## src/rtl/frontend_pkg.sv

```systemverilog
// Shared front-end types: PC select codes, redirect FSM states, pending-redirect entry.
// Latency: n/a (types and helpers only).
// Backpressure: n/a.
package frontend_pkg;

    // PC width in bits. The fetch_redirect_ctrl WIDTH parameter must equal PC_W-1.
    localparam int PC_W  = 32;
    // Recovery counter width (covers RECOVER_CYCLES up to 15).
    localparam int CNT_W = 4;

    typedef enum logic [2:0] {
        SEL_SEQ   = 3'd0,
        SEL_BPU   = 3'd1,
        SEL_JAL   = 3'd2,
        SEL_EARLY = 3'd3,
        SEL_ROB   = 3'd4
    } pc_sel_t;

    typedef enum logic {
        RUN     = 1'b0,
        RECOVER = 1'b1
    } redir_state_t;

    // A held redirect. The src encoding doubles as priority: a larger code wins.
    typedef struct packed {
        logic            valid;
        pc_sel_t         src;
        logic [PC_W-1:0] target;
    } pend_entry_t;

    // 32-bit saturating increment.
    function automatic logic [31:0] sat_inc32(input logic [31:0] v, input logic en);
        return (en && (v != 32'hFFFF_FFFF)) ? (v + 32'd1) : v;
    endfunction

endpackage

```

## src/rtl/redirect_pending_reg.sv

```systemverilog
// Single-entry redirect hold buffer; a higher-priority write overwrites, equal/lower is dropped.
// Latency: write visible on pend the cycle after the edge; clear also takes effect at the edge.
// Backpressure: none; clr wins over a same-cycle write.
module redirect_pending_reg
    import frontend_pkg::*;
(
    input  logic            clk,
    input  logic            rst_n,
    input  logic            clr,
    input  logic            wr_vld,
    input  pc_sel_t         wr_src,
    input  logic [PC_W-1:0] wr_target,
    output pend_entry_t     pend
);

    pend_entry_t pend_q;
    pend_entry_t pend_d;

    // Next entry: clear, accept a strictly higher-priority request, or hold.
    always_comb begin
        pend_d = pend_q;
        if (clr) begin
            pend_d = '0;
        end else if (wr_vld && (!pend_q.valid || (wr_src > pend_q.src))) begin
            pend_d = '{valid: 1'b1, src: wr_src, target: wr_target};
        end
    end

    // Entry register with synchronous active-low reset.
    always_ff @(posedge clk) begin
        if (!rst_n) begin
            pend_q <= '0;
        end else begin
            pend_q <= pend_d;
        end
    end

    assign pend = pend_q;

endmodule

```

## src/rtl/fetch_redirect_ctrl.sv

```systemverilog
// Fetch-PC redirect arbiter: ROB > pending > EARLY > JAL > BPU > SEQ, with post-mispredict freeze.
// Latency: combinational select/target/load for the current edge; held redirects release on first unstalled edge.
// Backpressure: backendStall blocks the PC load and parks EARLY/JAL in one pending entry; ROB ignores stall.
// Optional: define REDIRECT_PERF_EN to add saturating per-source redirect and recovery-cycle counters.
module fetch_redirect_ctrl
    import frontend_pkg::*;
#(
    parameter int WIDTH          = PC_W - 1,
    parameter int RECOVER_CYCLES = 3
)(
    input  logic             clk,
    input  logic             globalResetN,
    input  logic             robRedirect,
    input  logic [WIDTH:0]   robTarget,
    input  logic             earlyMisdirect,
    input  logic [WIDTH:0]   decodePC,
    input  logic             isJAL,
    input  logic [WIDTH:0]   jalTarget,
    input  logic             predictorHit,
    input  logic [WIDTH:0]   predictedPC,
    input  logic             backendStall,
    output logic             pcLoad,
    output pc_sel_t          pcSel,
    output logic [WIDTH:0]   redirectTarget,
    output logic             redirect,
    output logic             flushFetch,
    output logic             flushDecode,
    output logic             flushRename,
    output logic             recovering
`ifdef REDIRECT_PERF_EN
    ,
    output logic [31:0]      robRedirectCount,
    output logic [31:0]      earlyCount,
    output logic [31:0]      jalCount,
    output logic [31:0]      bpuCount,
    output logic [31:0]      recoverCycleCount
`endif
);

    localparam logic [CNT_W-1:0] RECOVER_LOAD = CNT_W'(RECOVER_CYCLES);

    redir_state_t     state_q, state_d;
    logic [CNT_W-1:0] cnt_q, cnt_d;

    pend_entry_t      pend;
    logic             pend_clr;
    logic             pend_wr_vld;
    pc_sel_t          pend_wr_src;
    logic [WIDTH:0]   pend_wr_target;
    logic [WIDTH:0]   early_target;

    // Instruction after the misdirected one; wraps naturally at the PC width.
    assign early_target = decodePC + {{WIDTH{1'b0}}, 1'b1};

    redirect_pending_reg u_pending (
        .clk       (clk),
        .rst_n     (globalResetN),
        .clr       (pend_clr),
        .wr_vld    (pend_wr_vld),
        .wr_src    (pend_wr_src),
        .wr_target (pend_wr_target),
        .pend      (pend)
    );

    // State and recovery counter registers.
    always_ff @(posedge clk) begin
        if (!globalResetN) begin
            state_q <= RUN;
            cnt_q   <= '0;
        end else begin
            state_q <= state_d;
            cnt_q   <= cnt_d;
        end
    end

    // Next state: ROB always (re)starts recovery; RECOVER counts down and exits after the last frozen cycle.
    always_comb begin
        state_d = state_q;
        cnt_d   = cnt_q;
        if (robRedirect) begin
            state_d = RECOVER;
            cnt_d   = RECOVER_LOAD;
        end else if (state_q == RECOVER) begin
            cnt_d = cnt_q - {{(CNT_W-1){1'b0}}, 1'b1};
            if (cnt_q == {{(CNT_W-1){1'b0}}, 1'b1}) begin
                state_d = RUN;
            end
        end
    end

    // Outputs and pending-buffer control: arbitration, stall parking and release.
    always_comb begin
        pcLoad         = 1'b0;
        pcSel          = SEL_SEQ;
        redirectTarget = '0;
        flushFetch     = 1'b0;
        flushDecode    = 1'b0;
        flushRename    = 1'b0;
        recovering     = 1'b0;
        pend_clr       = 1'b0;
        pend_wr_vld    = 1'b0;
        pend_wr_src    = SEL_SEQ;
        pend_wr_target = '0;
        if (!globalResetN) begin
            // Everything quiet while reset is held.
        end else if (robRedirect) begin
            pcLoad         = 1'b1;
            pcSel          = SEL_ROB;
            redirectTarget = robTarget;
            flushFetch     = 1'b1;
            flushDecode    = 1'b1;
            flushRename    = 1'b1;
            pend_clr       = 1'b1;
        end else if (state_q == RECOVER) begin
            recovering = 1'b1;
        end else begin
            flushFetch = earlyMisdirect;
            if (backendStall) begin
                // Park the best of EARLY/JAL; the buffer decides whether it beats what is held.
                if (earlyMisdirect) begin
                    pend_wr_vld    = 1'b1;
                    pend_wr_src    = SEL_EARLY;
                    pend_wr_target = early_target;
                end else if (isJAL) begin
                    pend_wr_vld    = 1'b1;
                    pend_wr_src    = SEL_JAL;
                    pend_wr_target = jalTarget;
                end
            end else begin
                pcLoad = 1'b1;
                if (pend.valid) begin
                    pcSel          = pend.src;
                    redirectTarget = pend.target;
                    pend_clr       = 1'b1;
                end else if (earlyMisdirect) begin
                    pcSel          = SEL_EARLY;
                    redirectTarget = early_target;
                end else if (isJAL) begin
                    pcSel          = SEL_JAL;
                    redirectTarget = jalTarget;
                end else if (predictorHit) begin
                    pcSel          = SEL_BPU;
                    redirectTarget = predictedPC;
                end
            end
        end
        redirect = pcLoad && (pcSel == SEL_BPU);
    end

`ifdef REDIRECT_PERF_EN
    logic [31:0] rob_cnt_q, rob_cnt_d;
    logic [31:0] early_cnt_q, early_cnt_d;
    logic [31:0] jal_cnt_q, jal_cnt_d;
    logic [31:0] bpu_cnt_q, bpu_cnt_d;
    logic [31:0] rec_cnt_q, rec_cnt_d;

    // Count each applied redirect by source, plus every frozen cycle.
    always_comb begin
        rob_cnt_d   = sat_inc32(rob_cnt_q,   pcLoad && (pcSel == SEL_ROB));
        early_cnt_d = sat_inc32(early_cnt_q, pcLoad && (pcSel == SEL_EARLY));
        jal_cnt_d   = sat_inc32(jal_cnt_q,   pcLoad && (pcSel == SEL_JAL));
        bpu_cnt_d   = sat_inc32(bpu_cnt_q,   pcLoad && (pcSel == SEL_BPU));
        rec_cnt_d   = sat_inc32(rec_cnt_q,   recovering);
    end

    // Performance counter registers.
    always_ff @(posedge clk) begin
        if (!globalResetN) begin
            rob_cnt_q   <= '0;
            early_cnt_q <= '0;
            jal_cnt_q   <= '0;
            bpu_cnt_q   <= '0;
            rec_cnt_q   <= '0;
        end else begin
            rob_cnt_q   <= rob_cnt_d;
            early_cnt_q <= early_cnt_d;
            jal_cnt_q   <= jal_cnt_d;
            bpu_cnt_q   <= bpu_cnt_d;
            rec_cnt_q   <= rec_cnt_d;
        end
    end

    assign robRedirectCount  = rob_cnt_q;
    assign earlyCount        = early_cnt_q;
    assign jalCount          = jal_cnt_q;
    assign bpuCount          = bpu_cnt_q;
    assign recoverCycleCount = rec_cnt_q;
`endif

endmodule

```

## config.mk

```make
export PLATFORM = sky130hd
export DESIGN_NAME = fetch_redirect_ctrl
export DESIGN_NICKNAME = d
export VERILOG_FILES = /design/src/rtl/frontend_pkg.sv /design/src/rtl/redirect_pending_reg.sv /design/src/rtl/fetch_redirect_ctrl.sv
export SDC_FILE = /design/constraint.sdc
export NUM_CORES = 1
export LEC_CHECK = 0
export CORE_ASPECT_RATIO = 1.4
export CORE_UTILIZATION = 38
export DETAILED_ROUTE_END_ITERATION = 7
export GPL_TIMING_DRIVEN = 0
export PLACE_DENSITY = 0.86
export SLEW_MARGIN = 0
export SYNTH_ARGS = -nofsm -noshare
export SYNTH_HDL_FRONTEND = slang
export SYNTH_SLANG_ARGS = --single-unit
```

## constraint.sdc

```tcl
create_clock -name clk -period 2.2 [get_ports clk]
set_input_delay 0.22 -clock clk [delete_from_list [all_inputs] [get_ports clk]]
set_output_delay 0.22 -clock clk [all_outputs]
set_load 0.01 [all_outputs]
```

==> flow_metrics.py <==
metrics = {
    "outcome": {
        "outcome": "finished with violations",
        "violations": "design-rule violations, negative setup slack",
    },
    "global_route": {
        "grt-ovfl-total": 0,
        "grt_busiest_layer": "met2",
        "grt_max_degree": 13,
        "use_met3_pct": 6.52,
        "grt_pass1_wl_um": 27000,
        "antenna_found_initial": 2,
        "use_met2_pct": 61.1,
        "grtUsageTotal_pct": 34.7,
        "use_met1_pct": 35.7,
        "grt_pass1_vias": 5389,
    },
    "detailed_routing": {
        "dr.pass1.iters": 8,
        "post_drt_wl_per_cell_um": 23.6,
        "antenna_left": 0,
        "drt_wl_total_um": 19700,
        "first_iter_violations": 586,
        "vias": 5508,
        "drc_errors": 6,
        "vias_per_cell": 6.59,
    },
    "placement": {
        "dpl.cell_count": 773,
        "hpwl_um": 12300,
        "io_buffers": 173,
        "gp_congestion": 0.905,
    },
    "sta": {
        "worst_pin_slew_ps": 812,
        "hold_viol_final": 0,
        "finalSetupTns_ps": -3460,
        "fin_skew_ps": 9.76,
        "rsz0062_at_grt": "true",
        "drv_slew": 0,
        "layout_setup_ws_ps": -230,
        "max-slew-margin-rel_pct": 45.9,
        "period_share_pct": 110,
        "setup_violations": 38,
        "period_minus_slack_ps": 2430,
        "max_freq_mhz": 411,
    },
    "finish": {
        "ff_latch_area_sq_um": 805,
        "drive_gt1_share_pct": 31.6,
        "synthToLayoutAreaGrowth_pct": 82.8,
        "nets": 866,
        "fin_cells": 836,
        "nFillCells": 644,
        "multiInputGateArea_sq_um": 3050,
    },
    "hold_path": {
        "worstHoldPathType": "in2reg",
    },
    "synth": {
        "yosysUniqueCellTypes": 57,
        "async_reset_ff_share_pct": 0,
        "synth-adder-area-share_pct": 1.72,
        "synth_top_family_by_area": "compound AO/OA/AOI/OAI gates",
        "synth_area_sq_um": 3640,
        "synth_warnings": 0,
        "netlist_top_cells_area": "dfxtp_1 (22%), a21oi_1 (8.4%), nand2_1 (6.8%), nor2_1 (3.7%), xnor2_1 (3.6%)",
        "yosysSeqAreaShare_pct": 22.0,
        "synth_area_per_cell_sq_um": 7.39,
        "synth_top_cell_by_area": "dfxtp_1",
        "mappedNetlistNets": 633,
        "synth_compound_area_share_pct": 36.0,
        "synthFlopType": "dfxtp_1",
        "synth_edf_count": 0,
        "synth_simple_gate_area_share_pct": 25.0,
        "synth_top_area_share_pct": 22.0,
        "synthMuxAreaShare_pct": 0.275,
        "synthXorXnorAreaFrac_pct": 6.97,
        "ys_ff_latch": 40,
        "synth_commonest_cells": "nand2_1 (66), a21oi_1 (61), dfxtp_1 (40)",
        "syn_inst": 493,
        "yosysMostFrequentCell": "nand2_1",
    },
    "floorplanning": {
        "start_util_pct": 39.7,
        "die-width_um": 84.8,
        "core_sq_um": 9180,
        "io_pins": 176,
        "die_area_sq_um": 9990,
        "row_count": 41,
        "fp.dieH_um": 118,
    },
    "clock_network": {
        "htree_levels": 2,
        "root_buffer": "clkbuf_16",
        "cts_sinks": 40,
        "cts.reportedPaths.clkPinSlew_ps": 60,
        "cts_buffers": 5,
        "insertion_delay_ps": 290,
        "clockBufferDepth": 2,
        "cts_tree": "done",
    },
    "critical_path": {
        "worstPathRequired_ps": 2420,
        "crit_slowest_cell": "dfxtp_4",
        "end_kind": "register",
        "path_cells": "buf_12, nor2_4, o2111a_2, nand2_4, ha_4, nor2b_4, o21ai_2, a21bo_4, buf_6, buf_6, buf_16, a211oi_4, a21oi_2, nor2_1",
        "critPathMaxFanout": 5,
        "cp.buffers_inverters": 4,
        "crit_family": "compound AO/OA/AOI/OAI gates",
        "worstSetupStartpointType": "register",
        "rrSetupSlack_ps": -230,
        "crit_path_max_incr_delay_ps": 350,
        "arrival_ps": 2650,
        "crit_top_cell": "buf_6",
        "crit_type": "reg2reg",
    },
    "job": {
        "max_cap_violations": 0,
    },
    "power_and_ir_drop": {
        "vdd_drop_max_v": 0.000297,
        "p_leak_uw": 0.00277,
        "p_per_area_nw_per_um2": 370,
    },
}
[metrics by stage]
step | hold slack, ps | cell area [sq um] | total power [uW] | setup WS, ps | util (%)
after floorplan | 338 | 3640 | 1100 | 28.4 | -
after global placement | 438 | 5510 | 1540 | -846 | 60.0
after detailed placement | 451 | 5510 | 1550 | -896 | 60.0
after CTS | 297 | 6340 | 2350 | -132 | 69.1
after global routing | 307 | 6660 | 2540 | -310 | 72.5
final | 307 | 6660 | 2470 | -230 | 72.5
[layout by cell type (no fill, tap or decap), types with 7 or more instances in the layout]
master	n
a211oi_2	7
a21boi_0	9
a21o_1	9
a21oi_1	57
a222oi_1	7
a22o_1	11
a22oi_1	9
a32o_1	10
buf_2	15
buf_4	48
buf_6	19
clkbuf_16	8
clkbuf_2	24
clkbuf_4	7
clkdlybuf4s15_1	8
clkdlybuf4s50_1	106
dfxtp_1	39
dlygate4sd2_1	21
inv_1	13
nand2_1	60
nand4_1	13
nor2_1	27
nor2_4	7
xnor2_1	13
xor2_1	9
[worst paths after layout]
path,from,end,depth (start not counted)
min,robRedirect,cnt_q[1],2
max,state_q,u_pending.pend[11],14
max reg2reg,state_q,u_pending.pend[11],14
min reg2reg,u_pending.pend[19],u_pending.pend[19],1
[timing repair]
action	CTS	global route
gates cloned	4	4
gates resized for setup	233	126
hold buffers	0	0
pin swaps	39	42
endpoints found under the setup margin	73	67
setup buffers	34	17
[report_power, final]
part | internal (uW) | total (uW) | switching [uW]
registers | 744 | 760 | 16.0
clock network | 454 | 769 | 316
logic | 464 | 937 | 473
[area by class of cell]
cell class,instances,area share [%]
multi-input cells,396,45.8
flip-flops and latches,40,12.1
repair buffers,229,32.0
plain buffers,41,5.13
clock buffers,8,2.20
well taps,107,2.01
diodes,2,0.0751
inverters,13,0.733
[worst register-to-register path, delay by kind of cell, from the launching register on]
family / cells / cell delay (ps)
AOI/OAI and AO/OA: 5 / 920
adders and majority gates: 1 / 170
buffers and inverters: 4 / 510
DFF: 1 / 350
and+or+nand+nor: 4 / 410
[state kept, by name, indices dropped and copies added (netlist names)]
register and count:
cnt_q 4, state_q 1, u_pending.pend 35
[logic make-up (layout without fill, tap and decap cells)]
family	count (synthesis)	after routing
mux	1	1
flops	40	40
simple gates	181	181
other cells	0	2
xor+xnor	29	29
fa+ha+maj	5	5
buf+inv	57	291
compound gates	180	180
[routing by layer]
metal / routed length [um] / vias up
met1: 6830 / 2554
met3: 1610 / 175
li1: - / 2288
met5: 0 / -
met4: 1740 / 0
met2: 9510 / 491
Note: power is estimated with default switching activity, not from simulation.
